--- config.mk ---
export PLATFORM = sky130hd
export DESIGN_NAME = key_debounce_arb
export DESIGN_NICKNAME = d
export VERILOG_FILES = /design/src/rtl/key_debounce_arb.sv
export SDC_FILE = /design/constraint.sdc
export NUM_CORES = 1
export LEC_CHECK = 0
export CAP_MARGIN = 25
export CORE_MARGIN = 1.5
export CORE_UTILIZATION = 25
export DETAILED_ROUTE_END_ITERATION = 8
export GPL_TIMING_DRIVEN = 0
export HOLD_SLACK_MARGIN = 0.1
export PLACE_DENSITY = 0.49
export SLEW_MARGIN = 0
export SYNTH_ARGS = -nofsm -noshare
export SYNTH_HDL_FRONTEND = slang
export SYNTH_SLANG_ARGS = --single-unit
--- constraint.sdc ---
create_clock -name clk -period 2.45 [get_ports clk]
set_input_delay 0.49 -clock clk [delete_from_list [all_inputs] [get_ports clk]]
set_output_delay 0.49 -clock clk [all_outputs]
set_load 0.02 [all_outputs]
--- src/rtl/key_debounce_arb.sv ---
// key_debounce_arb: one debounce timer shared round-robin among N_KEYS active-low buttons.
// A confirmed press emits a one-cycle key_pulse bit and a single-entry key-ID event.
module key_debounce_arb #(
  parameter int N_KEYS     = 4,
  parameter int DEB_CYCLES = 240000,
  parameter int CNT_W      = 18,
  parameter int ID_W       = 2
) (
  input  logic              clk,
  input  logic              rst,
  input  logic [N_KEYS-1:0] key,
  output logic [N_KEYS-1:0] key_pulse,
  output logic              evt_valid,
  output logic [ID_W-1:0]   evt_id,
  input  logic              evt_ready,
  output logic              busy,
  output logic [ID_W-1:0]   grant_id
);
  typedef enum logic [1:0] {IDLE, TIMING, CHECK} state_t;

  localparam logic [CNT_W-1:0] CNT_LAST = CNT_W'(DEB_CYCLES - 1);
  localparam logic [ID_W-1:0]  ID_LAST  = ID_W'(N_KEYS - 1);

  state_t            state_q, state_d;
  logic [N_KEYS-1:0] s1_p0, s2_p1, prev_p2, fall;
  logic [N_KEYS-1:0] pend_q, pend_d, pulse_d;
  logic [CNT_W-1:0]  cnt_q, cnt_d;
  logic [ID_W-1:0]   grant_q, grant_d, last_q, last_d, evt_id_d, rr_idx, cand;
  logic              rr_hit, slot_free, evt_valid_d;

  // Stage p0/p1: two-flop synchroniser; stage p2: previous level for edge detect
  always_ff @(posedge clk) begin
    if (rst) begin
      s1_p0   <= '1;
      s2_p1   <= '1;
      prev_p2 <= '1;
    end else begin
      s1_p0   <= key;
      s2_p1   <= s1_p0;
      prev_p2 <= s2_p1;
    end
  end

  assign fall      = prev_p2 & ~s2_p1;
  assign slot_free = ~evt_valid | evt_ready;
  assign busy      = (state_q != IDLE);
  assign grant_id  = grant_q;

  // Round-robin search starting one past the last granted key
  always_comb begin
    rr_hit = 1'b0;
    rr_idx = '0;
    cand   = '0;
    for (int k = 1; k <= N_KEYS; k++) begin
      cand = ID_W'((int'(last_q) + k) % N_KEYS);
      if (!rr_hit && pend_q[cand]) begin
        rr_hit = 1'b1;
        rr_idx = cand;
      end
    end
  end

  always_comb begin
    state_d     = state_q;
    cnt_d       = cnt_q;
    grant_d     = grant_q;
    last_d      = last_q;
    pend_d      = pend_q;
    pulse_d     = '0;
    evt_valid_d = evt_valid & ~evt_ready;
    evt_id_d    = evt_id;
    case (state_q)
      IDLE: begin
        if (rr_hit) begin
          grant_d = rr_idx;
          last_d  = rr_idx;
          cnt_d   = '0;
          state_d = TIMING;
        end
      end
      TIMING: begin
        if (fall[grant_q]) begin
          cnt_d = '0;
        end else begin
          cnt_d = cnt_q + CNT_W'(1);
          if (cnt_q == CNT_LAST) state_d = CHECK;
        end
      end
      CHECK: begin
        // Timer stays frozen while the event slot is occupied
        if (slot_free) begin
          if (!s2_p1[grant_q]) begin
            pulse_d[grant_q] = 1'b1;
            evt_valid_d      = 1'b1;
            evt_id_d         = grant_q;
          end
          pend_d[grant_q] = 1'b0;
          state_d         = IDLE;
        end
      end
      default: state_d = IDLE;
    endcase
    pend_d = pend_d | fall;
  end

  always_ff @(posedge clk) begin
    if (rst) begin
      state_q   <= IDLE;
      cnt_q     <= '0;
      grant_q   <= '0;
      last_q    <= ID_LAST;
      pend_q    <= '0;
      key_pulse <= '0;
      evt_valid <= 1'b0;
      evt_id    <= '0;
    end else begin
      state_q   <= state_d;
      cnt_q     <= cnt_d;
      grant_q   <= grant_d;
      last_q    <= last_d;
      pend_q    <= pend_d;
      key_pulse <= pulse_d;
      evt_valid <= evt_valid_d;
      evt_id    <= evt_id_d;
    end
  end

endmodule
# After elaboration in Yosys (flattened, before gate mapping)
# Cells that the tools add are included.
# Widths: inputs -> output; s select.
[word_totals] regBits=47 output_inout_bits=10 word_cells=91
[op_classes] addsub=5 n_lt_le_gt_ge=6 n_eq_ne=7 muxes=35 bitwise=12 reduce_logical=15
[op_table] cell="$mux 18" count=2
[op_table] cell="$pmux 18 s2" count=1
[op_table] cell="$add 18x1->18 const B" count=1
[op_table] cell="$eq 18x18->1 const B" count=1
[op_table] cell="$mux 2" count=8
[op_table] cell="$lt 2x3->1 const B" count=5
[op_table] cell="$mux 1" count=14
[op_table] cell="$bmux 1 s2" count=6
[op_table] cell="$and 4x4->4" count=2
[op_table] cell="$mux 4" count=2
[op_table] cell="$ne 2x2->1 const B" count=4
[op_table] cell="$not 4->4" count=2
[op_table] cell="$pmux 2 s3" count=1
[op_table] cell="$not 1->1" count=5
[op_table] cell="$add 2x1->2 const B" count=2
[op_table] cell="$add 2x2->2 const B" count=2
[op_table] cell="$logic_and 1x1->1" count=4
[op_table] cell="$or 4x4->4" count=1
[op_table] cell="$reduce_and 2->1" count=2
[op_table] cell="$reduce_and 4->1" count=1
[op_table] cell="$reduce_bool 2->1" count=2
[op_table] cell="$reduce_or 4->1" count=1
[op_table] cell="$logic_not 1->1" count=3
[op_table] cell="$reduce_and 3->1" count=1
[op_table] cell="7 further kinds" count=7

# Longest topological paths before layout
# Gate-level depths: netlist of run 1.
[depth] word_depth=15 ltp_mapped=6 mapped_depth_nobuf=6

# Worst setup path after synthesis of run 1
# No wires, ideal clock.
[synth_path] path_type="flip-flop to flip-flop" startpoint="reg grant_q[0], in the netlist grant_id[0]" endpoint="reg cnt_q[12]" setup_time_ns=0.069 arrival_ns=1.875 path_slack_ns=0.506 stages_incl_launch_ff=7 n_path_buf=2 period_less_slack_ns=1.944 cell_sequence="dfxtp_1 -> buf_6 -> mux4_2 -> buf_6 -> or2_4 -> or3_1 -> o21ai_1"
[synth_between] elab_chain_len=4
[synth_rtl] element="start: declaration" line_no="28" rtl="logic [ID_W-1:0] grant_q, grant_d, last_q, last_d, evt_id_d, rr_idx, cand;"
[synth_rtl] element="start signal: assignment" line_no="119" rtl="grant_q <= grant_d;"
[synth_rtl] element="$bmux 1 s2" line_no="82" rtl="if (fall[grant_q]) begin"
[synth_rtl] element="$mux 1 (implied by the code)" line_no="82"
[synth_rtl] element="$mux 18" line_no="82"
[synth_rtl] element="$pmux 18 s2" line_no="72" rtl="case (state_q)"
[synth_rtl] element="end signal: assignment" line_no="118" rtl="cnt_q <= cnt_d;"
[synth_rtl] element="end: declaration" line_no="27" rtl="logic [CNT_W-1:0] cnt_q, cnt_d;"
# Every way passes these cells. The select of a mux whose other input is x is not followed.
# A chain may end at the register's enable or synchronous reset.

# Final worst setup path of run 1
[layout_path] startpoint="reg pend_q[3]" endpoint="reg cnt_q[14]"
[layout_between] elab_chain_len=14 word_cells_on_any_way=20 cone_classes="eq/ne: 1; mux: 12; reduce/logical: 7"
[layout_rtl] element="start: declaration" line_no="26" rtl="logic [N_KEYS-1:0] pend_q, pend_d, pulse_d;"
[layout_rtl] element="start signal: assignment" line_no="121" rtl="pend_q <= pend_d;"
[layout_rtl] element="$bmux 1 s2" line_no="56" rtl="if (!rr_hit && pend_q[cand]) begin"
[layout_rtl] element="$mux 1 (implied by the code)" line_no="56"
[layout_rtl] element="$mux 1" line_no="56"
[layout_rtl] element="$logic_not 1->1" line_no="56"
[layout_rtl] element="$logic_and 1x1->1" line_no="56"
[layout_rtl] element="$mux 1" line_no="56"
[layout_rtl] element="$logic_not 1->1" line_no="56"
[layout_rtl] element="$logic_and 1x1->1" line_no="56"
[layout_rtl] element="$mux 1" line_no="56"
[layout_rtl] element="$logic_not 1->1" line_no="56"
[layout_rtl] element="$logic_and 1x1->1" line_no="56"
[layout_rtl] element="$mux 1 *" line_no="56"
[layout_rtl] element="$ne 2x2->1 (no line) *"
[layout_rtl] element="$reduce_and 2->1 (no line) *"
# Mark *: on every way between the ends. The rest lies on a longest branch, timed or not. The select of a mux whose other input is x is not followed.

==> results by group, run 1 <==
Clock tree
  • Post-CTS setup buffer count: 0
  • Clock Latency Late Sink: around 310 ps
  • Hold_buf cts: 0
  • Post-cts sizing count: 0
  • H-tree depth: 2
  • Max clock buf depth: 2
  • Clk pin slew, worst setup/hold paths: 90 ps
  • Clk root buf: clkbuf_8
  • Num CTS Buffers: 5
  • CTS tree: yes
  • Clock sinks: 47

Logic synthesis
  • Post-synth top area share: between 40% and 50%
  • Adder-Cell Fraction of Synth Area: less than 1%
  • Synth Flop Type: dfxtp_1
  • Syn avg cell area: between 8 and 9 sq um
  • Post-synthesis compound-gate area fraction: between 10% and 20%
  • Post-Syn Area: between 2000 and 2500 sq um
  • Synthesis-stage register bit count: 47
  • Area contributors post-synth: dfxtp_1 45%, a21oi_1 5.3%, or2_2 4.5%
  • Post-synthesis mux area share: between 4 and 5%
  • Synth area leader: dfxtp_1
  • Top-count cell post-synth: dfxtp_1
  • Post-synthesis sequential area ratio: approximately 45%
  • Post-Syn Instances: 244
  • Synth unique cells: 46
  • Post-synthesis xor/xnor area fraction: 1.26%
  • Post-synth net total: around 250
  • Asr flop ratio synth: 0%
  • Simple-gate share of the synthesized area: 31.0%
  • Largest family of logic cells by synthesized area: simple AND/OR/NAND/NOR gates
  • Post-synth EDFFs: 0
  • Yosys Warn Count: 0
  • Synth top cells by count: 47 x dfxtp_1, 23 x nor2_1, 22 x a21oi_1, 16 x nand2_1, 15 x or2_2

Worst setup path
  • Critical-path top delay cell: nor4_1
  • Critical path type: reg2reg
  • CP endpoint kind: flip-flop
  • Crit Path Max Fanout: 9
  • CP Launch Type: flip-flop
  • Slowest stage delay, CP: approximately 540 ps
  • Crit. Startpoint: pend_q[3]
  • Critical Path RT: 2690 ps
  • Arrival time worst endpoint: 2310 ps
  • Worst r2r src: pend_q[3]
  • Critical path cell sequence: nor4_1, a21oi_1, nor2_1, inv_1, a31oi_1

Placement
  • Buffers on Ports: 15
  • DP Area: 2370 sq um
  • Post-placement cell count: 364
  • GP Congestion: 0.850
  • DP HPWL: 3340 um

Timing
  • Final hold vios: 0
  • Endpoints failing setup: 0
  • Max_slew headroom: around 53%
  • Unrepaired setup endpoints after global routing: false
  • Max Fclk: just under 500 MHz
  • Worst-Margin Slew: around 700 ps
  • Skew final: 9.46 ps
  • Setup TNS: 0 ps
  • Minimum clock period: between 2000 and 2500 ps
  • Max-slew violations: 0
  • Tcrit/Tclk final: around 85%

Global route
  • Global-route wire length before repair: around 8000 um
  • Initial antenna violation count: 0
  • Vias in the first global route: between 1.5k and 2k
  • Largest net degree at the start of global routing: 17
  • Grt ovf: 0
  • Overall routing resource usage: a little under an eighth

Floorplanning
  • Initial Util: 25.6%
  • Die Area: slightly below 9000 sq um
  • Std cell rows: 33
  • Core Area: ~8200 sq um
  • Die W: around 95 um
  • Ports: 17
  • Die H: around 95 um

Drt
  • Initial drt markers: between 100 and 150
  • Total number of vias: 1792
  • DR WL/cell: ~12 um
  • Final wirelength: about 4600 um
  • DRT antenna net count: 0
  • DR vias/cell: about 4.8
  • # DRC: 0
  • Drt pass-1 iters: 4

Power
  • Maximum vdd drop: roughly 0.00028 V
  • LEAKAGE: ~0.79 nW
  • Pwr dens: between 600 and 700 nW/um^2

Final layout
  • Number of diodes: 0
  • Nets: approximately 270
  • Util after Layout: a little under a third
  • Layout Cells excl Fill: 372
  • Finished Cell Area: between 2000 and 2500 sq um
  • Layout cells sized above 1: around 12%
  • Area Overhead vs Synth: 19.0%

Worst hold path
  • Worst hold path class: reg2reg
  • Hold_sp: s1_p0[1]

Run status
  • Outcome: complete, no violations

Flow run
  • Max Cap Viol: 0
[cell type report]
| cell class | instances | area [sq um] |
|---|---|---|
| Fill cell | 896 | 5680 |
| Multi-Input combinational cell | 181 | 1080 |
| Sequential cell | 47 | 941 |
| Timing Repair Buffer | 15 | 150 |
| Tap cell | 105 | 131 |
| Clock buffer | 5 | 68.8 |
| Clock inverter | 3 | 47.5 |
| Buffer | 8 | 45.0 |
| Inverter | 8 | 30.0 |
[critical path, delay by kind of cell, from the launching register on]
kind | cells | cell delay (ps)
AO/OA/AOI/OAI | 2 | 530
flip-flops | 1 | 370
buffers and inverters | 1 | 120
AND/OR/NAND/NOR | 2 | 990
[cells by family after synthesis]
group           after synthesis
flops                        47
simple gates                119
xor+xnor                      3
mux                           6
fa+ha+maj                     1
buf+inv                      16
compound gates               52
[power by group]
part	internal, mW	leakage [nW]	switching, mW
Clock	0.309	0.0587	0.280
Sequential	0.787	0.383	0.0232
Combinational	0.0780	0.353	0.105
Total	1.17	0.795	0.408
[cells in the final DEF (no fill, tap or decap), types with 2 or more instances in the layout]
| master | instances |
|---|---|
| o211ai_1 | 2 |
| clkbuf_8 | 5 |
| nor4_1 | 3 |
| buf_6 | 2 |
| a211oi_1 | 3 |
| inv_1 | 8 |
| nor2_2 | 2 |
| nand3_1 | 10 |
| a21oi_1 | 22 |
| nor2_1 | 23 |
| o21ai_1 | 3 |
| nor3_1 | 7 |
| xor2_1 | 3 |
| clkdlybuf4s50_1 | 15 |
| dfxtp_1 | 47 |
| nand2b_1 | 10 |
| a31oi_1 | 3 |
| o21ai_0 | 11 |
| nand2_1 | 16 |
| mux2i_1 | 4 |
| nor2b_1 | 5 |
| or3_1 | 6 |
| nand4_1 | 10 |
| or2_2 | 15 |
| clkbuf_1 | 6 |
[metal layers]
layer  vias to the layer above  wire length, um  GRT usage [%]
met5                         -                0              0
met2                        27             2110           17.9
met4                         0               89           6.34
li1                        917                -              -
met3                         6              143           2.01
met1                       842             2300           14.9
[stage by stage]
stage                     hold WS (ps)  setup WS (ps)  total power [mW]
after floorplan                    389            506             0.954
after global placement             393            409              1.01
after detailed placement           398            345              1.01
after CTS                          423            329              1.61
after global routing               434           95.6              1.67
final                              416            372              1.58
[flip-flops by register name, summed over array words and instances (netlist names)]
register	count
evt_id	2
s2_p1	4
pend_q	4
prev_p2	4
grant_id	2
s1_p0	4
state_q	2
key_pulse	4
evt_valid	1
cnt_q	18
last_q	2
[final timing paths]
| kind | end | slack (ps) | cells after the start |
|---|---|---|---|
| setup reg to reg | cnt_q[14] | 370 | 5 |
| hold / removal | s2_p1[1] | 420 | 1 |
| setup / recovery | cnt_q[14] | 370 | 5 |
| hold reg to reg | s2_p1[1] | 420 | 1 |
(Power assumes the default switching activity.)
==> run 2, diff against run 1 <==
==> constraint.sdc (replaced) <==
create_clock -name clk -period 2.1 [get_ports clk]
set_input_delay 0.42 -clock clk [delete_from_list [all_inputs] [get_ports clk]]
set_output_delay 0.42 -clock clk [all_outputs]
set_load 0.02 [all_outputs]
==> results by group, run 2 (synthesis gave the netlist of run 1 again) <==
Worst setup path
  • Critical path type: reg2out
  • Slowest stage delay, CP: between 500 and 600 ps
  • Crit Path Max Fanout: 5
  • Critical-path top delay cell: clkdlybuf4s50_1
  • Arrival time worst endpoint: about 1600 ps
  • CP Launch Type: flip-flop
  • Critical path cell sequence: or2_2, clkdlybuf4s50_1
  • Critical Path RT: 1680 ps
  • Flop2flop setup slack: between 100 and 150 ps
  • CP endpoint kind: primary output

Final layout
  • Largest Register: cnt_q
  • Area Overhead vs Synth: 19.2%
  • Most frequent cells in the layout: 47 x dfxtp_1, 22 x nor2_1, 22 x a21oi_1
  • Multi-input gate area: between 1000 and 1500 sq um
  • Fillers: just under 900
  • Most common cell after layout, fill and taps aside: dfxtp_1
  • Nets: around 270
  • Layout Cells excl Fill: 371
  • FF/Latch Area: 941 sq um
  • Number of diodes: 0
  • Largest register FFs: 18
  • Finished Cell Area: 2500 sq um
  • Util after Layout: just over 30%
  • Layout cells sized above 1: 12.4%

Timing
  • Minimum clock period: between 1500 and 2000 ps
  • Tcrit/Tclk final: between 90 and 100%
  • Worst-Margin Slew: roughly 740 ps
  • Endpoints failing setup: 0
  • Max-slew violations: 0
  • Unrepaired setup endpoints after global routing: false
  • Skew final: approximately 10 ps
  • Final hold vios: 0
  • Max_slew headroom: between 50% and 60%
  • Max Fclk: between 500 and 600 MHz
  • Worst Slack Setup Final: roughly 130 ps

Placement
  • DP Area: between 2000 and 2500 sq um
  • GP Congestion: roughly 0.85
  • DP HPWL: approximately 3300 um
  • Buffers on Ports: 15
  • Place WS: -5.47 ps
  • Post-placement cell count: approximately 360

Clock tree
  • CTS tree: yes
  • H-tree depth: 2
  • Clock Latency Late Sink: between 300 and 400 ps
  • Post-CTS setup buffer count: 0
  • Clk root buf: clkbuf_8
  • Max clock buf depth: 2
  • Num CTS Buffers: 5
  • Clk pin slew, worst setup/hold paths: 100 ps
  • Clock sinks: 47

Worst hold path
  • Worst hold path class: reg2reg

Power
  • LEAKAGE: around 0.79 nW
  • Pwr dens: about 740 nW/um^2
  • Maximum vdd drop: ~0.00032 V

Drt
  • Total number of vias: 1779
  • DR WL/cell: ~13 um
  • DR vias/cell: roughly 4.8
  • Initial drt markers: ~160
  • DRT antenna net count: 0
  • Final wirelength: between 4000 and 5000 um
  • # DRC: 0
  • Drt pass-1 iters: 4

Global route
  • Global-route wire length before repair: between 8000 and 9000 um
  • Overall routing resource usage: a little under an eighth
  • Largest net degree at the start of global routing: 17
  • Vias in the first global route: 1687
  • Grt ovf: 0
  • Initial antenna violation count: 0

Floorplanning
  • Std cell rows: 33
  • Initial Util: 25.6%
  • Core Area: approximately 8200 sq um
  • Die W: between 90 and 100 um
  • Die H: 94.5 um
  • Die Area: between 8000 and 9000 sq um
  • Ports: 17

Run status
  • Outcome: complete, no violations

Flow run
  • Max Cap Viol: 0
==> run 2: cell count changes in the layout (fill, tap and decap cells not counted), sizes merged <==
cell,delta
clkbuf,-1
==> run 2: path summary, 6_finish.rpt <==
kind                                   from  endpoint  cells after the start
worst max register to register  grant_id[0]  cnt_q[8]                      6
worst min-delay path               s1_p0[1]  s2_p1[1]                      1
worst min register to register     s1_p0[1]  s2_p1[1]                      1
worst max-delay path             state_q[0]      busy                      2
==> run 2: area by class of cell <==
class,count,area share (%)
Multi-Input combinational cell,181,43.5
Sequential cell,47,37.7
Timing Repair Buffer,15,6.02
Tap cell,105,5.26
Clock buffer,5,2.76
Clock inverter,3,1.90
Buffer,7,1.65
Inverter,8,1.20
==> run 2: power breakdown <==
part	internal [mW]	switching, mW	total (mW)
Sequential	0.918	0.0298	0.948
Clock	0.361	0.327	0.688
Combinational	0.0919	0.121	0.213
==> run 2: through the flow <==
stage / hold WS, ps / setup TNS [ps] / power (mW)
detailed placement: 398 / -5.47 / 1.18
CTS: 423 / 0 / 1.88
finish: 416 / 0 / 1.85
global route: 434 / 0 / 1.94
global placement: 393 / 0 / 1.18
floorplan: 389 / 0 / 1.11
==> run 2: what timing repair did <==
action / CTS / global route
hold buffers: 0 / 0
setup endpoints to repair: 2 / 13
resized for setup: 1 / 1
==> run 2: critical path: cells and delay by family (launching register included) <==
kind / cells / cell delay, ps
AND/OR/NAND/NOR: 1 / 330
flip-flops: 1 / 360
buffers and inverters: 1 / 550
==> run 2: per-layer routing <==
metal | global-route usage (%) | routed length, um | vias to the layer above
met5 | 0 | 0 | -
met4 | 6.34 | 85 | 0
met3 | 2.01 | 148 | 6
met2 | 17.9 | 2130 | 28
met1 | 14.9 | 2290 | 833
li1 | - | - | 912
